[src/rtl/autosym_eval_pipe.sv]
// autosym_eval_pipe
//   Pipelined evaluator for autosymmetric Boolean functions f(x) = fr(z), with
//   z[j] = XOR(x & mask_j) and fr a K-input truth table. All CH channels share
//   one configuration (K masks + 2^K-bit table), which is loaded bit-serially.
//
//   Ports
//     clk, rst                 rising-edge clock, synchronous active-high reset
//     cfg_start                pulse: enter (re)configuration
//     cfg_bit_valid, cfg_bit   serial config stream, honoured in LOAD only
//     cfg_done                 registered pulse when the last config bit is taken
//     configured               high while in RUN
//     in_valid/in_ready/in_x   input handshake, channel c at in_x[c*N_IN +: N_IN]
//     out_valid/out_ready/out_y result handshake, channel c result on out_y[c]

// Per-channel datapath: S1 computes and registers z, S2 looks up the table.
module autosym_lane #(
  parameter int N_IN = 7,
  parameter int K    = 4
) (
  input  logic                     clk,
  input  logic                     rst,
  input  logic                     adv_i,
  input  logic [N_IN-1:0]          x_i,
  input  logic [K-1:0][N_IN-1:0]   masks_i,
  input  logic [2**K-1:0]          tt_i,
  output logic                     y_o
);
  logic [K-1:0] z_d, z_q;
  logic         y_q;

  always_comb begin
    z_d = '0;
    for (int j = 0; j < K; j++) z_d[j] = ^(x_i & masks_i[j]);
  end

  always_ff @(posedge clk) begin
    if (rst) begin
      z_q <= '0;
      y_q <= 1'b0;
    end else if (adv_i) begin
      z_q <= z_d;
      y_q <= tt_i[z_q];
    end
  end

  assign y_o = y_q;
endmodule

module autosym_eval_pipe #(
  parameter int N_IN = 7,
  parameter int K    = 4,
  parameter int CH   = 1
) (
  input  logic               clk,
  input  logic               rst,
  input  logic               cfg_start,
  input  logic               cfg_bit_valid,
  input  logic               cfg_bit,
  output logic               cfg_done,
  output logic               configured,
  input  logic               in_valid,
  output logic               in_ready,
  input  logic [CH*N_IN-1:0] in_x,
  output logic               out_valid,
  input  logic               out_ready,
  output logic [CH-1:0]      out_y
);
  localparam int TT_W     = 2**K;
  localparam int CFG_BITS = K*N_IN + TT_W;
  localparam int CNT_W    = $clog2(CFG_BITS + 1);
  localparam logic [CNT_W-1:0] CNT_LAST = CNT_W'(CFG_BITS - 1);

  typedef enum logic [1:0] {UNCFG, DRAIN, LOAD, RUN} state_e;

  state_e                  state_q;
  logic [CFG_BITS-1:0]     sr_q;
  logic [CNT_W-1:0]        cnt_q;
  logic                    cfg_done_q, configured_q;
  logic                    s1_valid_q, out_valid_q;
  logic                    adv, xfer;
  logic [TT_W-1:0]         tt;
  logic [K-1:0][N_IN-1:0]  masks;

  // First bit sent ends up at the MSB: layout is {mask_K-1 .. mask_0, tt}.
  assign tt = sr_q[TT_W-1:0];
  for (genvar j = 0; j < K; j++) begin : g_mask
    assign masks[j] = sr_q[TT_W + j*N_IN +: N_IN];
  end

  // One global advance: the whole pipe freezes while a result is held.
  assign adv      = !out_valid_q || out_ready;
  // A cfg_start cycle never accepts input, so nothing slips in behind DRAIN.
  assign in_ready = (state_q == RUN) && adv && !cfg_start;
  assign xfer     = in_valid && in_ready;

  always_ff @(posedge clk) begin
    if (rst) begin
      state_q      <= UNCFG;
      sr_q         <= '0;
      cnt_q        <= '0;
      cfg_done_q   <= 1'b0;
      configured_q <= 1'b0;
    end else begin
      cfg_done_q <= 1'b0;
      case (state_q)
        UNCFG: if (cfg_start) state_q <= DRAIN;
        RUN: if (cfg_start) begin
          state_q      <= DRAIN;
          configured_q <= 1'b0;
        end
        // Config only changes once the pipe is empty, so in-flight results
        // always use the configuration they were accepted under.
        DRAIN: if (!s1_valid_q && !out_valid_q) begin
          state_q <= LOAD;
          cnt_q   <= '0;
        end
        LOAD: begin
          if (cfg_start) begin
            cnt_q <= '0;
          end else if (cfg_bit_valid) begin
            sr_q <= {sr_q[CFG_BITS-2:0], cfg_bit};
            if (cnt_q == CNT_LAST) begin
              cnt_q        <= '0;
              cfg_done_q   <= 1'b1;
              configured_q <= 1'b1;
              state_q      <= RUN;
            end else begin
              cnt_q <= cnt_q + 1'b1;
            end
          end
        end
        default: state_q <= UNCFG;
      endcase
    end
  end

  // Valid shift: bubbles travel with the data and are not collapsed.
  always_ff @(posedge clk) begin
    if (rst) begin
      s1_valid_q  <= 1'b0;
      out_valid_q <= 1'b0;
    end else if (adv) begin
      s1_valid_q  <= xfer;
      out_valid_q <= s1_valid_q;
    end
  end

  for (genvar c = 0; c < CH; c++) begin : g_lane
    autosym_lane #(.N_IN(N_IN), .K(K)) u_lane (
      .clk     (clk),
      .rst     (rst),
      .adv_i   (adv),
      .x_i     (in_x[c*N_IN +: N_IN]),
      .masks_i (masks),
      .tt_i    (tt),
      .y_o     (out_y[c])
    );
  end

  assign cfg_done   = cfg_done_q;
  assign configured = configured_q;
  assign out_valid  = out_valid_q;
endmodule

[config.mk]
export PLATFORM = sky130hd
export DESIGN_NAME = autosym_eval_pipe
export DESIGN_NICKNAME = d
export VERILOG_FILES = /design/src/rtl/autosym_eval_pipe.sv
export SDC_FILE = /design/constraint.sdc
export NUM_CORES = 1
export LEC_CHECK = 0
export BUFFER_PORTS_ARGS = -buffer_cell sky130_fd_sc_hd__buf_2
export CORE_UTILIZATION = 45
export DETAILED_ROUTE_END_ITERATION = 10
export PLACE_DENSITY = 0.73
export SYNTH_ARGS = -nofsm -noshare
export SYNTH_HDL_FRONTEND = slang
export SYNTH_SLANG_ARGS = --single-unit
[constraint.sdc]
create_clock -name clk -period 1.7 [get_ports clk]
set_input_delay 0.085 -clock clk [delete_from_list [all_inputs] [get_ports clk]]
set_output_delay 0.085 -clock clk [all_outputs]
set_load 0.01 [all_outputs]
* Word-level counts from Yosys, hierarchy flattened *
Cells that the tools add are included.

word-level totals
  bits in registers = 61
  bits of input ports = 14
  output and inout port bits = 5
  logic and storage cells = 69

operators by class
  $add $sub $neg = 1
  magnitude comparators = 1
  equality and inequality tests = 11
  mux-type cells = 19
  bitwise logic cells = 7
  reduce and logical (&&, ||, !) cells = 21

operator list
  operator                                                    count
  bitwise AND 7 bit                                           4
  parity 7 bit                                                4
  2-to-1 mux 6 bit                                            4
  one-hot mux 6 bit (2 select lines)                          1
  2-to-1 mux 2 bit                                            5
  inequality test 2 bit, second input constant                5
  AND reduction 5 bit                                         2
  adder 6 x 1 -> 6 bit, second input constant                 1
  equality test 6 bit, second input constant                  1
  2-to-1 mux 1 bit                                            6
  one-hot mux 2 bit (3 select lines)                          1
  AND reduction 3 bit                                         2
  less-than comparator 4 x 5 -> 1 bit, second input constant  1
  binary-select mux 1 bit (select 4 bit)                      1
  equality test 2 bit, second input constant                  2
  logical AND 1 bit                                           4
  nonzero test 2 bit                                          2
  OR reduction 4 bit                                          1
  logical NOT 1 bit                                           3
  inequality test 3 bit, second input constant                1
  inverter 1 bit                                              3
  equality test 2 x 1 -> 1 bit, second input constant         1
  logical NOT 2 bit                                           1
  inequality test 2 x 1 -> 1 bit, second input constant       1
  3 further kinds                                             3

* Depth between registers and ports, before layout *
Gate-level depths: netlist of the first run.

  word-level depth = 5
  depth in mapped cells = 8
  depth with buffers taken out = 6

* Hierarchy *
A second synthesis of the first run with hierarchy kept.

unflattened totals
  cells, all modules = 338
  area, all modules = 2839.0 um2

by module, submodules not included
  module             times used  cells each  area each (um2)  seq. area each (um2)
  autosym_eval_pipe  1           271         2177.1           1121.1
  autosym_lane       1           67          661.9            100.1

* Least setup slack after synthesis of the first run *
Ideal clock, no wire load.

  kind = reg-to-reg
  start = reg state_q[0]
  end = reg cnt_q[3]
  setup time = 0.070 ns
  data arrival time = 1.428 ns
  required time = 1.630 ns
  setup slack = 0.201 ns
  cell stages (with the launch flop) = 7
  path buffers = 0
  clock period less this slack = 1.499 ns
  cells stage by stage = dfxtp_1 inv_1 ha_1 or3b_4 o2111ai_2 or3_1 a21oi_1

between the ends
  word-level cells in the longest chain between the ends = 3
  elaborated cells on any way between the ends = 7
  classes of those cells = 4 x eq/ne; 1 x mux; 2 x reduce/logical

RTL lines
  element                                                                     RTL line  RTL
  from (decl)                                                                 75        state_e state_q;
  from (signal assigned)                                                      98        state_q <= UNCFG;
  from (signal assigned)                                                      106       UNCFG: if (cfg_start) state_q <= DRAIN;
  from (signal assigned)                                                      108       state_q <= DRAIN;
  equality test 2 bit / equality test 2 x 1 -> 1 bit (equally long branches)  105       case (state_q)
  inequality test 3 bit (no source line), or another cell as far along        --
  AND reduction 3 bit (no source line)                                        --
  to (signal assigned)                                                        128       cnt_q <= cnt_q + 1'b1;
  to (decl)                                                                   77        logic [CNT_W-1:0] cnt_q;

Several ways; a longest one is shown, not always the timed one.
A chain may end at the register's enable or synchronous reset.

* Worst setup path after layout of the first run *
  start = reg cnt_q[1]
  end = reg cnt_q[2]

between the ends
  word-level cells in the longest chain between the ends = 5
  elaborated cells on any way between the ends = 6
  classes of those cells = 1 x add/sub; 1 x eq/ne; 4 x mux

RTL lines
  element                                                             RTL line  RTL
  adder 6 x 1 -> 6 bit / equality test 6 bit (equally long branches)  128, 122
  2-to-1 mux 6 bit (*)                                                122       if (cnt_q == CNT_LAST) begin
  2-to-1 mux 6 bit (*)                                                120       end else if (cfg_bit_valid) begin
  2-to-1 mux 6 bit (*)                                                118       if (cfg_start) begin
  one-hot mux 6 bit (2 select lines) (*)                              105

Every way passes the cells marked *; elsewhere a longest branch is shown, timed or not. The select of a mux whose other input is x is not followed.

==> results.md, run 1 <==
* Status: finished, final reports clean
* FF-to-FF setup slack at 60 ps
* Clock insertion delay at the later pin of the skew report at approximately 340 ps
* Ordered cell list for the critical path: ha_1, nand4b_1, o311a_1, o21ai_2, nor2_1
* Worst hold path stage count at 2
* Clock transition at the register clock pins on the worst setup and hold paths after CTS at approximately 60 ps
* IO Count at 19
* Final sum of negative setup slack at 0 ps
* Initial cell density of the core at 0.470
* Worst slew slack as a fraction of its limit at 0.795
* Kind of critical path: reg -> reg
* Post-synth top flop: dfxtp_1
* Routability-driven placement congestion ratio at 0.850
* Aggregate global-route resource usage at 0.196
* Beginning of the worst hold path: rst
* Antenna Violating Nets Remaining at 0
* Clock tree from TritonCTS: yes
* Largest fanout on the critical path at 5
* Number of instances in the synthesized netlist at 334
* Final count of pins violating max slew at 0
* Final critical-path share of the clock period at 0.963
* Final net count at roughly 370
* Ys Warns at 0
* CP Capture Type: register
* Synthesized cell area at about 2800 µm²
* Antenna Cells at 0
* Clock Root Buffer: clkbuf_8
* Max-cap check violation count at 0
* Final Hold Viols at 0
* Slowest stage cell on the critical path: dfxtp_1
* Cell count of the worst reg-to-reg path at 5
* P per Cell Area at roughly 960 nW/µm²
* Global-route congestion overflow total at 0
* Timing-limited maximum frequency at approximately 0.61 GHz
* Hold endpoint: s1_valid_q$_SDFFE_PP0N_
* Area of the placeable core at about 6000 µm²
* Total number of vias at 2,269
* Source of the worst register-to-register timing path: cnt_q[1]$_SDFFE_PP0P_
* Cell taking the most area after synthesis: dfxtp_1
* Clock sinks at 61
* FFs w/ async S/R, synth at 0
* First-pass GRT wire length at between 9000 and 10,000 µm
* Leak pwr at roughly 1.2 nW
* Endpoint of the most critical register-to-register path: cnt_q[2]$_SDFFE_PP0P_
* Total wire length at around 5700 µm
* Die Span X at a little over 80 µm
* Largest incremental delay on the critical path at 390 ps
* Worst Path Buf+Inv at 0
* Number of CTS-inserted buffers at 9
* Antenna violations before repair at 0
* Number of distinct standard cells referenced by the synthesized netlist at between 40 and 50
* Syn avg cell area at between 8 and 9 µm²
* Share of Yosys cell area claimed by the top area cell type at 0.437
* Die Height at between 80 and 90 µm
* CP arrival at around 1900 ps
* Largest buffer count on any clock path at 2
* EDFF count, synth at 0
* Wire per inst at between 10 and 15 µm
* Kind of cell with the highest combined delay on the critical path: compound AO/OA/AOI/OAI gates
* Measured slew at the worst slew-check pin at just over 300 ps
* Drt initial violations at between 100 and 150
* Row count at 28
* Total setup violations reported at the end of the flow at 0
* I/O Buffers at 18
* Detailed-placement wirelength estimate at approximately 3800 µm
* Type of origin of the critical path: register
* Type of the tightest min-delay check: in -> reg
* Die outline area at approximately 6500 µm²
* Synthesis-to-layout area growth at 13.5%
* Pin count of the biggest net entering global routing at 45
* Number of H-tree levels at 3
* Seq/Total Area, Yosys at 0.437
* IR drop worst, VDD at 671 µV
* Drt first pass iters at 4
* Top area cells in the synthesized netlist: dfxtp_1 (44%), nand2_1 (16%), a21oi_1 (8.4%), xnor3_1 (6.4%), mux4_1 (3.8%)
* Syn Nets at 352
* Worst clock skew at 6.44 ps
* Setup fix buffers added after clock tree synthesis at 0
* Share of final-layout standard cells stronger than drive strength 1 at 0.132
* Number of global-route vias before repair at ~2,200
* DRC viols at 0
* Data required, critical path at roughly 1900 ps
* Ratio of routed vias to standard cells at ~5.3
* Count of state elements after synthesis at 61
* Worst-case hold slack at between 60 and 70 ps
* Final period demand of the worst path at 1640 ps
==> cell families after synthesis <==
| kind of cell | after synthesis | synth area share |
|---|---|---|
| flops | 61 | 0.437 |
| buf+inv | 25 | 0.0367 |
| simple gates | 149 | 0.220 |
| compound gates | 69 | 0.141 |
| xor+xnor | 18 | 0.0958 |
| fa+ha+maj | 4 | 0.0179 |
| mux | 8 | 0.0523 |
==> through the flow <==
stage	total power (W)	cells	setup slack, ps	utilization	area (µm²)
3_5_place_dp	0.00202	416	48.3	0.501	2980
6_report	0.00305	432	62.3	0.533	3170
3_3_place_gp	0.00201	416	130	0.501	2980
2_1_floorplan	0.00187	334	201	-	2800
4_1_cts	0.00305	432	52.7	0.529	3150
5_1_grt	0.00320	432	-21.4	0.533	3170
==> synthesized netlist by cell type, types with 3 or more instances <==
library cell and count:
a21oi_1 47, buf_1 4, buf_2 6, clkbuf_1 7
dfxtp_1 61, ha_1 4, inv_1 7, mux2i_1 3
mux4_1 4, nand2_1 120, nand3_1 6, nor2_1 8
o21ai_0 4, o21ai_1 6, or3_1 3, xnor2_1 8
xnor3_1 8
==> layer usage <==
metal,wire length [µm],GRT usage
met4,87,0.0857
met2,2610,0.322
met5,0,0
met1,2710,0.235
met3,274,0.0596
==> power by group <==
group	internal, W	total (W)	switching, W	leakage [nW]
Clock	0.000505	0.00103	0.000522	0.0788
Combinational	0.000204	0.000531	0.000328	0.616
Sequential	0.00146	0.00149	0.0000282	0.492
Total	0.00217	0.00305	0.000878	1.19
==> layout by cell type (no fill, tap or decap), types with 3 or more instances in the layout <==
cell type    n
buf_4        5
dfxtp_1     60
ha_1         3
buf_2       18
a21oi_1     47
nand2_1    120
nand3_1      6
o21ai_0      4
xnor2_1      8
or3_1        3
xnor3_1      8
clkbuf_8     9
inv_1        7
nor2_1       8
mux2i_1      3
mux4_1       4
o21ai_1      5
clkinv_2     3
==> worst max path at each step <==
stage / startpoint / to / slack [ps] / depth (start not counted)
finish: cnt_q[1]$_SDFFE_PP0P_ / cnt_q[2]$_SDFFE_PP0P_ / 60 / 5
global route: cnt_q[1]$_SDFFE_PP0P_ / configured$_SDFFE_PP0P_ / -20 / 5
CTS: state_q[1]$_SDFFE_PP0P_ / cnt_q[3]$_SDFFE_PP0P_ / 50 / 6
detailed placement: cnt_q[1]$_SDFFE_PP0P_ / cnt_q[2]$_SDFFE_PP0P_ / 50 / 5
global placement: state_q[1]$_SDFFE_PP0P_ / cnt_q[5]$_SDFFE_PP0P_ / 130 / 6
floorplan: state_q[0]$_SDFFE_PP0P_ / cnt_q[3]$_SDFFE_PP0P_ / 200 / 6
==> sequential cells by signal, summed over array words and instances, names as in the netlist <==
| register | flops |
|---|---|
| g_lane.u_lane.y_o | 1 |
| sr_q | 44 |
| state_q | 2 |
| out_valid | 1 |
| configured | 1 |
| s1_valid_q | 1 |
| cnt_q | 6 |
| g_lane.u_lane.z_q | 4 |
| cfg_done | 1 |
==> area by class of cell <==
| type | instances | area, µm² |
|---|---|---|
| clock buffer | 11 | 131 |
| clock inverter | 3 | 15.0 |
| sequential | 61 | 1220 |
| inverter | 7 | 26.3 |
| tap | 75 | 93.8 |
| multi-input combinational | 248 | 1500 |
| fill | 546 | 2780 |
| timing repair buffer | 27 | 188 |
==> timing repair <==
action	in CTS	in global routing
setup endpoints to repair	0	7
gates resized for setup	0	5
hold buffers	2	0
hold endpoints to repair	2	0
(Power assumes the default switching activity.)
==> run 2, diff against run 1 <==
--- a/config.mk
+++ b/config.mk
@@ -6,6 +6,7 @@
 export NUM_CORES = 1
 export LEC_CHECK = 0
 export BUFFER_PORTS_ARGS = -buffer_cell sky130_fd_sc_hd__buf_2
+export CORE_MARGIN = 3
 export CORE_UTILIZATION = 45
 export DETAILED_ROUTE_END_ITERATION = 10
 export PLACE_DENSITY = 0.73
==> run 2 against run 1 <==
  * Largest cell class unchanged
  * Count of clock-buffer cells in the layout unchanged
  * Total power rose by 1.1%
  * Die area increased by 10%
  * Utilization unchanged
  * Maximum frequency increased by 3.3%
  * Final cell count rose by 0.23%
  * Critical path depth rose by 1
  * Register-to-register slack better by 50 ps
  * Worst setup slack gained 52 ps
==> results.md, run 2 (synthesized netlist as in run 1, its figures left out) <==
* Largest registers in the final layout: sr_q: 44 flops, cnt_q: 6 flops, g_lane.u_lane.z_q: 4 flops
* CP arrival at about 1900 ps
* Worst-case hold slack at between 50 and 60 ps
* Power after layout at a little over 0.003 W
* Data required, critical path at a little under 2000 ps
* Total number of vias at approximately 2,300
* Total internal power at 0.00221 W
* Number of H-tree levels at 3
* Final critical-path share of the clock period at 0.933
* Die Height at roughly 85 µm
* Clock tree from TritonCTS: yes
* Net load switching power at just under 0.0009 W
* Largest buffer count on any clock path at 2
* Post-route core utilization at 0.533
* Routability-driven placement congestion ratio at roughly 0.86
* Final count of pins violating max slew at 0
* Final period demand of the worst path at 1590 ps
* Non-filler cells in the finished layout at around 430
* Total setup violations reported at the end of the flow at 0
* Antenna Cells at 0
* Ratio of routed vias to standard cells at 5.32
* Worst hold path stage count at 2
* Area of the placeable core at between 5000 and 6000 µm²
* Portion of total power attributed to combinational logic at 0.174
* CP Capture Type: register
* First-pass GRT wire length at slightly below 10,000 µm
* Final net count at 374
* Clock sinks at 61
* Worst clock skew at 5.62 ps
* Hold endpoint: out_valid$_SDFFE_PP0N_
* Total wire length at around 5700 µm
* Aggregate global-route resource usage at 0.174
* Leak pwr at approximately 1.2 nW
* Max-cap check violation count at 0
* Inst Count DP at ~420
* Kind of critical path: reg -> reg
* Die outline area at around 7200 µm²
* Commonest non-fill, non-tap cells in the layout: nand2_1 (120), dfxtp_1 (60), a21oi_1 (47), buf_2 (18), clkbuf_8 (10)
* Status: finished, final reports clean
* Beginning of the worst hold path: rst
* Measured slew at the worst slew-check pin at ~350 ps
* Drt first pass iters at 5
* Initial cell density of the core at 0.470
* Number of global-route vias before repair at 2,074
* DRC viols at 0
* Clock insertion delay at the later pin of the skew report at 340 ps
* Most common cell after layout, fill and taps aside: nand2_1
* Final sum of negative setup slack at 0 ps
* Part of the total power dissipated in sequential elements at 0.484
* Antenna violations before repair at 0
* Clock Root Buffer: clkbuf_8
* Register with the most flip-flops: sr_q
* Row count at 28
* Detailed-placement wirelength estimate at approximately 3900 µm
* Layout fillers at 581
* Share of final-layout standard cells stronger than drive strength 1 at 0.131
* Setup fix buffers added after clock tree synthesis at 0
* Drt initial violations at about 110
* IO Count at 19
* Pin count of the biggest net entering global routing at 45
* Antenna Violating Nets Remaining at 0
* Global-route congestion overflow total at 0
* Type of origin of the critical path: register
* Worst slew slack as a fraction of its limit at 0.766
* Max reg flops at 44
* I/O Buffers at 18
* IR drop worst, VDD at around 790 µV
* Source of the worst register-to-register timing path: state_q[0]$_SDFFE_PP0P_
* Switching Share at 0.284
* Number of CTS-inserted buffers at 9
* Type of the tightest min-delay check: in -> reg
* Endpoint of the most critical register-to-register path: cnt_q[4]$_SDFFE_PP0P_
* Clock transition at the register clock pins on the worst setup and hold paths after CTS at 60 ps
* Timing-limited maximum frequency at 0.631 GHz
* Die Span X at between 80 and 90 µm
* Clock Power Share at 0.342
* Wire per inst at approximately 13 µm
* FF-to-FF setup slack at ~110 ps
* Cell count of the worst reg-to-reg path at 6
* Largest fanout on the critical path at 6
* P per Cell Area at between 900 and 1000 nW/µm²
* Unrepaired setup endpoints after global routing: no
* Synthesis-to-layout area growth at 13.5%
* Final Hold Viols at 0
-- run 2: changes by cell type in the layout (fill, tap and decap cells not counted) --
| cell | change |
|---|---|
| buf_4 | +3 |
| clkinv_2 | -2 |
| buf_12 | -1 |
| clkbuf_1 | -1 |
| clkbuf_8 | +1 |
| clkinvlp_4 | +1 |
| ha_1 | +1 |
| ha_2 | -1 |
| o41ai_1 | +1 |
| o41ai_2 | -1 |
-- run 2: per-stage QoR --
stage / instance area, µm² / worst slack [ps]
2_1_floorplan: 2800 / 201
3_3_place_gp: 2980 / 143
3_5_place_dp: 2980 / 34.3
4_1_cts: 3160 / 32.7
5_1_grt: 3170 / 9.87
6_report: 3170 / 114
-- run 2: worst max path at each step --
stage                            end                    start  slack (ps)  cells past startpoint
2_1_floorplan  cnt_q[3]$_SDFFE_PP0P_  state_q[0]$_SDFFE_PP0P_         200                      6
3_3_place_gp   cnt_q[3]$_SDFFE_PP0P_  state_q[0]$_SDFFE_PP0P_         140                      6
3_5_place_dp   cnt_q[2]$_SDFFE_PP0P_    cnt_q[1]$_SDFFE_PP0P_          30                      5
4_1_cts        cnt_q[0]$_SDFFE_PP0P_    cnt_q[1]$_SDFFE_PP0P_          30                      5
5_1_grt        cnt_q[4]$_SDFFE_PP0P_  state_q[0]$_SDFFE_PP0P_          10                      6
6_report       cnt_q[4]$_SDFFE_PP0P_  state_q[0]$_SDFFE_PP0P_         110                      6
-- run 2: critical path, cell delays in order (launching register included) --
cell	delay, ps
dfxtp_2	340
inv_1	50
ha_1	200
or3b_4	260
o2111ai_4	140
or3_1	380
a21oi_1	160
-- run 2: what timing repair did --
item / 4_1_cts / 5_1_grt
gates resized for setup: 0 / 3
setup endpoints to repair: 0 / 5
endpoints found under the hold margin: 2 / 0
hold buffers: 2 / 0
-- run 2: per-layer routing --
metal / up-vias / GRT usage / wire (µm)
met1: 1093 / 0.225 / 2710
li1: 1167 / - / -
met2: 35 / 0.259 / 2650
met4: 0 / 0.0705 / 95
met3: 9 / 0.0699 / 296
met5: - / 0 / 0
-- run 2: power by group through the flow --
stage / clock (W) / sequential (W) / combinational (W)
3_3_place_gp: 0 / 0.00152 / 0.000495
5_1_grt: 0.00115 / 0.00150 / 0.000593
2_1_floorplan: 0 / 0.00152 / 0.000350
4_1_cts: 0.00109 / 0.00149 / 0.000517
3_5_place_dp: 0 / 0.00152 / 0.000506
6_report: 0.00105 / 0.00149 / 0.000538
-- run 2: final cells by class --
cell class	count	area, µm²	share of cell area
Sequential cell	61	1220	0.385
Clock buffer	11	141	0.0445
Timing Repair Buffer	29	190	0.0599
Multi-Input combinational cell	248	1490	0.469
Clock inverter	2	12.5	0.00394
Tap cell	75	93.8	0.0296
Inverter	7	26.3	0.00828
